File: src/rtl/dm_pkg.sv
// dm_pkg: access codes and FSM states shared by the data-memory access unit
package dm_pkg;

    typedef enum logic [2:0] {
        DM_RD_NONE = 3'd0,
        LB         = 3'd1,
        LH         = 3'd2,
        LW         = 3'd3,
        LBU        = 3'd4,
        LHU        = 3'd5
    } dm_rd_e;

    typedef enum logic [1:0] {
        DM_WR_NONE = 2'd0,
        SB         = 2'd1,
        SH         = 2'd2,
        SW         = 2'd3
    } dm_wr_e;

    typedef enum logic [1:0] {
        S_IDLE,
        S_REQ,
        S_RESP,
        S_DONE
    } dm_state_e;

endpackage

File: src/rtl/dm_access_unit_align.sv
// dm_lane_align: byte-lane placement for stores, extraction/extension for loads, misalignment detect
module dm_lane_align
    import dm_pkg::*;
(
    input  logic [2:0]  i_rd,
    input  logic [1:0]  i_wr,
    input  logic [1:0]  i_off,
    input  logic [31:0] i_rs2,
    input  logic [2:0]  i_ld_code,
    input  logic [1:0]  i_ld_off,
    input  logic [31:0] i_rdata,
    output logic        o_access,
    output logic        o_store,
    output logic        o_misaligned,
    output logic [3:0]  o_wstrb,
    output logic [31:0] o_wdata,
    output logic [31:0] o_load
);

    logic        w_load;
    logic        w_half;
    logic        w_word;
    logic [31:0] w_shift;

    // Decode the effective access; a store always takes precedence over a load
    always_comb begin
        o_store      = i_wr != DM_WR_NONE;
        w_load       = !o_store && i_rd != DM_RD_NONE && i_rd <= LHU;
        o_access     = o_store || w_load;
        w_half       = o_store ? i_wr == SH : w_load && (i_rd == LH || i_rd == LHU);
        w_word       = o_store ? i_wr == SW : w_load && i_rd == LW;
        o_misaligned = (w_half && i_off[0]) || (w_word && i_off != 2'd0);
    end

    // Place store strobes and replicated data on the lanes selected by the offset
    always_comb begin
        o_wstrb = i_wr == SB ? 4'b0001 << i_off :
                  i_wr == SH ? 4'b0011 << i_off :
                  i_wr == SW ? 4'hF : 4'h0;
        o_wdata = i_wr == SB ? {4{i_rs2[7:0]}} :
                  i_wr == SH ? {2{i_rs2[15:0]}} :
                  i_wr == SW ? i_rs2 : 32'd0;
    end

    // Shift the addressed bytes down and extend per the captured load code
    always_comb begin
        w_shift = i_rdata >> {i_ld_off, 3'b000};
        o_load  = i_ld_code == LB  ? {{24{w_shift[7]}}, w_shift[7:0]} :
                  i_ld_code == LH  ? {{16{w_shift[15]}}, w_shift[15:0]} :
                  i_ld_code == LBU ? {24'd0, w_shift[7:0]} :
                  i_ld_code == LHU ? {16'd0, w_shift[15:0]} :
                  i_ld_code == LW  ? w_shift : 32'd0;
    end

endmodule

File: src/rtl/dm_access_unit.sv
// dm_access_unit: MEM-stage data-memory access FSM with pipeline stall control
module dm_access_unit
    import dm_pkg::*;
#(
    parameter int ADDR_W = 32,
    parameter int DATA_W = 32
)(
    input  logic              clk,
    input  logic              rst_n,
    input  logic [2:0]        i_DM_read,
    input  logic [1:0]        i_DM_write,
    input  logic [ADDR_W-1:0] i_aluresult,
    input  logic [DATA_W-1:0] i_rs2_data,
    input  logic              i_wait_WFI,
    output logic              o_wait_DM1,
    output logic [DATA_W-1:0] o_load_data,
    output logic              o_misaligned,
    output logic              o_dm_req,
    output logic              o_dm_we,
    output logic [ADDR_W-1:0] o_dm_addr,
    output logic [3:0]        o_dm_wstrb,
    output logic [DATA_W-1:0] o_dm_wdata,
    input  logic              i_dm_gnt,
    input  logic              i_dm_rvalid,
    input  logic [DATA_W-1:0] i_dm_rdata
);

    dm_state_e         r_state;
    dm_state_e         w_next;
    logic              w_access;
    logic              w_store;
    logic              w_mis;
    logic              w_start;
    logic [3:0]        w_wstrb;
    logic [DATA_W-1:0] w_wdata;
    logic [DATA_W-1:0] w_load;
    logic [2:0]        r_ld_code;
    logic [1:0]        r_ld_off;
    logic              r_we;
    logic [3:0]        r_wstrb;
    logic [ADDR_W-1:0] r_addr;
    logic [DATA_W-1:0] r_wdata;
    logic [DATA_W-1:0] r_load_data;
    logic              r_misaligned;

    dm_lane_align u_align (
        .i_rd        (i_DM_read),
        .i_wr        (i_DM_write),
        .i_off       (i_aluresult[1:0]),
        .i_rs2       (i_rs2_data),
        .i_ld_code   (r_ld_code),
        .i_ld_off    (r_ld_off),
        .i_rdata     (i_dm_rdata),
        .o_access    (w_access),
        .o_store     (w_store),
        .o_misaligned(w_mis),
        .o_wstrb     (w_wstrb),
        .o_wdata     (w_wdata),
        .o_load      (w_load)
    );

    assign w_start      = r_state == S_IDLE && w_access;
    assign o_dm_we      = r_we;
    assign o_dm_addr    = r_addr;
    assign o_dm_wstrb   = r_wstrb;
    assign o_dm_wdata   = r_wdata;
    assign o_load_data  = r_load_data;
    assign o_misaligned = r_misaligned;

    // State register
    always_ff @(posedge clk or negedge rst_n) begin
        if (!rst_n) r_state <= S_IDLE;
        else        r_state <= w_next;
    end

    // Next state, bus request and pipeline stall
    always_comb begin
        w_next     = r_state;
        o_dm_req   = r_state == S_REQ;
        o_wait_DM1 = w_start || r_state == S_REQ || r_state == S_RESP;
        case (r_state)
            S_IDLE:  w_next = !w_access ? S_IDLE : w_mis ? S_DONE : S_REQ;
            S_REQ:   w_next = i_dm_gnt ? S_RESP : S_REQ;
            S_RESP:  w_next = i_dm_rvalid ? S_DONE : S_RESP;
            default: w_next = i_wait_WFI ? S_DONE : S_IDLE;
        endcase
    end

    // Capture request fields at issue, pulse misalignment, capture load results
    always_ff @(posedge clk or negedge rst_n) begin
        if (!rst_n) begin
            r_addr       <= '0;
            r_we         <= 1'b0;
            r_wstrb      <= 4'h0;
            r_wdata      <= '0;
            r_ld_code    <= 3'd0;
            r_ld_off     <= 2'd0;
            r_load_data  <= '0;
            r_misaligned <= 1'b0;
        end else begin
            if (w_start && !w_mis) begin
                r_addr    <= {i_aluresult[ADDR_W-1:2], 2'b00};
                r_we      <= w_store;
                r_wstrb   <= w_wstrb;
                r_wdata   <= w_wdata;
                r_ld_code <= w_store ? 3'd0 : i_DM_read;
                r_ld_off  <= i_aluresult[1:0];
            end
            r_misaligned <= w_start && w_mis;
            if (w_start && w_mis && !w_store)
                r_load_data <= '0;
            else if (r_state == S_RESP && i_dm_rvalid && r_ld_code != 3'd0)
                r_load_data <= w_load;
        end
    end

endmodule

File: config.mk
export PLATFORM = sky130hd
export DESIGN_NAME = dm_access_unit
export DESIGN_NICKNAME = d
export VERILOG_FILES = /design/src/rtl/dm_pkg.sv /design/src/rtl/dm_access_unit_align.sv /design/src/rtl/dm_access_unit.sv
export SDC_FILE = /design/constraint.sdc
export NUM_CORES = 1
export LEC_CHECK = 0
export BUFFER_PORTS_ARGS = -buffer_cell sky130_fd_sc_hd__buf_2
export CELL_PAD_IN_SITES_DETAIL_PLACEMENT = 0
export CELL_PAD_IN_SITES_GLOBAL_PLACEMENT = 2
export CORE_MARGIN = 4
export CORE_UTILIZATION = 30
export DETAILED_ROUTE_END_ITERATION = 10
export PLACE_DENSITY_LB_ADDON = 0.1
export RECOVER_POWER = 100
export SYNTH_ARGS = -nofsm -noshare
export SYNTH_HDL_FRONTEND = slang
export SYNTH_SLANG_ARGS = --single-unit
File: constraint.sdc
create_clock -name clk -period 2 [get_ports clk]
set_input_delay 0.2 -clock clk [delete_from_list [all_inputs] [get_ports clk]]
set_output_delay 0.2 -clock clk [all_outputs]
set_load 0.03 [all_outputs]
==> flow_metrics.py <==
metrics = {
    "sta": {
        "setup_tns_ns": 0,
        "worstMarginPinSlew_ns": 1.30,
        "fmax_mhz": 540,
        "hold_viol": 0,
        "final_max_slew_viol_count": 0,
        "rsz0062_at_grt": "false",
        "relSlewSlack_pct": 13.5,
        "period_share_pct": 92.6,
        "finalCriticalPeriod_ns": 1.85,
        "skew_ns": 0.00725,
        "setup_viol": 0,
    },
    "worst_setup_path": {
        "crit_chain": "buf_2, clkbuf_2, inv_1, o311ai_1, nand4_1, buf_12, mux2_1",
        "worstPathMaxFanout": 36,
        "path_depth": 7,
        "end_kind": "flop",
        "path_class": "input port to flop",
        "crit_start": "i_DM_write[0]",
        "slowest_stage": "clkbuf_2",
        "cp-start-kind": "input port",
        "critPathArrivalTime_ns": 2.07,
        "endpoint": "o_dm_addr[3]",
        "r2r_setup_slack_ns": 0.15,
        "max_stage_delay_ns": 0.48,
        "r2r-start": "r_ld_code[1]",
        "required_ns": 2.22,
        "r2r_cells": 5,
        "cp_top_family": "buffers and inverters",
        "reg2reg_to": "o_load_data[31]",
        "cp_num_buf_inv": 4,
    },
    "global_routing": {
        "grt_max_degree": 47,
        "overflow": 0,
        "globalRouteTotalUtil_pct": 16.8,
        "grt_pass1_vias": 4792,
        "antenna_found_initial": 1,
        "grt_pass1_wl_um": 27100,
    },
    "clock_network": {
        "cts_root_buf": "clkbuf_16",
        "cts.sinks": 107,
        "clk_pin_slew_ns": 0.07,
        "cts_tree": "yes",
        "cts-resized-gates": 0,
        "post_cts_buffers": 0,
        "cts_max_level": 3,
        "clock_path_buffers": 2,
        "insertion_delay_ns": 0.35,
        "numCtsBuffers": 9,
    },
    "die": {
        "io_pins": 210,
        "coreArea_um2": 18100,
        "dieWidth_um": 144,
        "initial_utilization_pct": 30.7,
        "num_rows": 49,
        "fp.dieH_um": 144,
        "die_area_um2": 20800,
    },
    "logic_synthesis": {
        "synth_cell_type_count": 45,
        "syn_avg_cell_area_um2": 11.2,
        "syn_inst": 496,
        "synth_ff_type": "dfrtp_1",
        "synthArstFlopShare_pct": 100,
        "yosysSeqAreaShare_pct": 48.2,
        "ys_ff_latch": 107,
        "ys.warnings.count": 0,
        "synth_edf_count": 0,
        "synth.cell_area_um2": 5560,
    },
    "routing": {
        "routed_wl_um": 17300,
        "wl_per_cell_um": 18.5,
        "dr.pass1.iters": 4,
        "vias": 4748,
        "drc": 0,
        "ant_nets": 0,
        "drt_iter0_markers": 246,
        "vias_per_cell": 5.06,
    },
    "final_layout": {
        "fin_cells": 938,
        "drive_above_1_share_pct": 23.9,
        "final_cell_mix": "107 x dfrtp_1, 105 x buf_2, 103 x clkbuf_1, 59 x mux2_1, 51 x nand2_1",
        "fin_nets": 813,
        "syn_to_final_growth_pct": 28.9,
        "utilization_pct": 39.6,
        "final_common_cell": "dfrtp_1",
    },
    "pwr": {
        "pwr-share-comb_pct": 48.6,
        "p_switching_uw": 4840,
        "power_leakage_uw": 0.00329,
        "seqPwrFrac_pct": 33.9,
        "power.share.switching_pct": 45.9,
        "vdd_drop_max_mv": 0.645,
        "power_density_nw_per_um2": 1470,
        "clockPowerShare_pct": 17.6,
        "p_int_uw": 5690,
    },
    "job": {
        "maxCapViolCount": 0,
    },
    "hold_path": {
        "hp-class": "input port to flop",
    },
    "status": {
        "outcome": "complete, no violations",
    },
    "placed_design": {
        "place_congestion": 0.754,
        "post-place-cells": 920,
        "numPortBuffers": 207,
        "dp_hpwl_um": 13000,
    },
}
## worst min path at each step
| stage | startpoint | to | slack (ns) | cells after the start |
|---|---|---|---|---|
| after floorplan | rst_n | o_dm_addr[10] | -0.1 | 0 |
| after global placement | rst_n | o_dm_wdata[5] | 0.28 | 1 |
| after detailed placement | rst_n | o_dm_wdata[5] | 0.29 | 1 |
| after CTS | i_aluresult[15] | o_dm_addr[15] | 0.04 | 2 |
| after global routing | i_aluresult[18] | o_dm_addr[18] | 0.04 | 2 |
| final | i_aluresult[15] | o_dm_addr[15] | 0.06 | 2 |
## final cells by class
class | count | area, µm²
Inverter | 17 | 63.8
Tap cell | 229 | 287
Multi-Input combinational cell | 331 | 2620
Clock buffer | 12 | 256
Timing Repair Buffer | 237 | 1220
Antenna cell | 1 | 2.50
Sequential cell | 107 | 2680
Clock inverter | 4 | 48.8
Fill cell | 1819 | 10900
## Yosys cell counts (3+ instances only)
| cell | instances | share of area, % |
|---|---|---|
| ha_1 | 4 | 0.90 |
| a22oi_1 | 9 | 1.2 |
| dfrtp_1 | 107 | 48 |
| o21ai_0 | 3 | 0.27 |
| nor2b_1 | 9 | 1.0 |
| a22o_1 | 24 | 3.8 |
| mux2i_1 | 31 | 5.6 |
| nand2_1 | 51 | 3.4 |
| buf_2 | 8 | 0.72 |
| a211o_1 | 7 | 1.1 |
| inv_1 | 17 | 1.1 |
| mux2_1 | 59 | 12 |
| nand3b_1 | 3 | 0.41 |
| clkbuf_1 | 19 | 1.3 |
| o2bb2ai_1 | 7 | 1.1 |
| nor2_1 | 24 | 1.6 |
| a32oi_1 | 8 | 1.3 |
| nor3_1 | 3 | 0.27 |
| buf_4 | 12 | 1.6 |
| mux2_2 | 18 | 3.6 |
| a221oi_1 | 24 | 3.8 |
| a21oi_1 | 22 | 2.0 |
| buf_1 | 3 | 0.20 |
## power groups by stage
stage / Clock (µW) / Sequential [µW] / Combinational, µW
finish: 1850 / 3560 / 5110
CTS: 1940 / 3550 / 5430
global placement: 0 / 3550 / 5380
detailed placement: 0 / 3570 / 5420
floorplan: 0 / 4970 / 2150
global route: 2020 / 3670 / 5530
## worst register-to-register path, cell delays in order, from the launching register on
cell and delay (ns):
dfrtp_1 0.50, nor3_1 0.31, or2_2 0.29, buf_12 0.22, a22oi_1 0.12, a221oi_1 0.31
## what timing repair did
item	CTS	global route
endpoints found under the hold margin	43	0
hold buffers	1	0
endpoints found under the setup margin	0	0
## logic make-up (layout without fill, tap and decap cells)
logic type,after synthesis,after routing,share of synthesized area [%]
other,1,3,0.0674
and+or+nand+nor,100,100,8.12
muxes,108,108,21.2
xor gates and xnor gates,1,1,0.158
buffers and inverters,59,270,4.97
adders and majority gates,5,5,1.08
DFF,107,107,48.2
AOI/OAI and AO/OA,115,115,16.3
## routing by layer
layer	GRT usage, %	vias to the layer above	part of all wire [%]
li1	-	2237	-
met1	23.9	2328	46
met2	25.2	162	44
met3	4.10	19	7.8
met4	5.45	2	1.6
met5	0	-	0.063
## metrics by stage
stage	instance area, µm²	setup slack (ns)	hold WS [ns]	total power, µW
final	7170	0.149	0.0609	10500
after detailed placement	7000	0.0725	0.292	8990
after floorplan	5560	0.241	-0.0956	7120
after global routing	7160	0.0131	0.0447	11200
after global placement	7000	0.116	0.279	8930
after CTS	7320	0.144	0.0427	10900
## registers in the layout, indices dropped and copies added (netlist names), 2 cells and up
register and cells:
o_dm_addr 30, o_dm_wdata 32, o_dm_wstrb 4, o_load_data 32, r_ld_code 3, r_ld_off 2
r_state 2
Note: power is estimated with default switching activity, not from simulation.
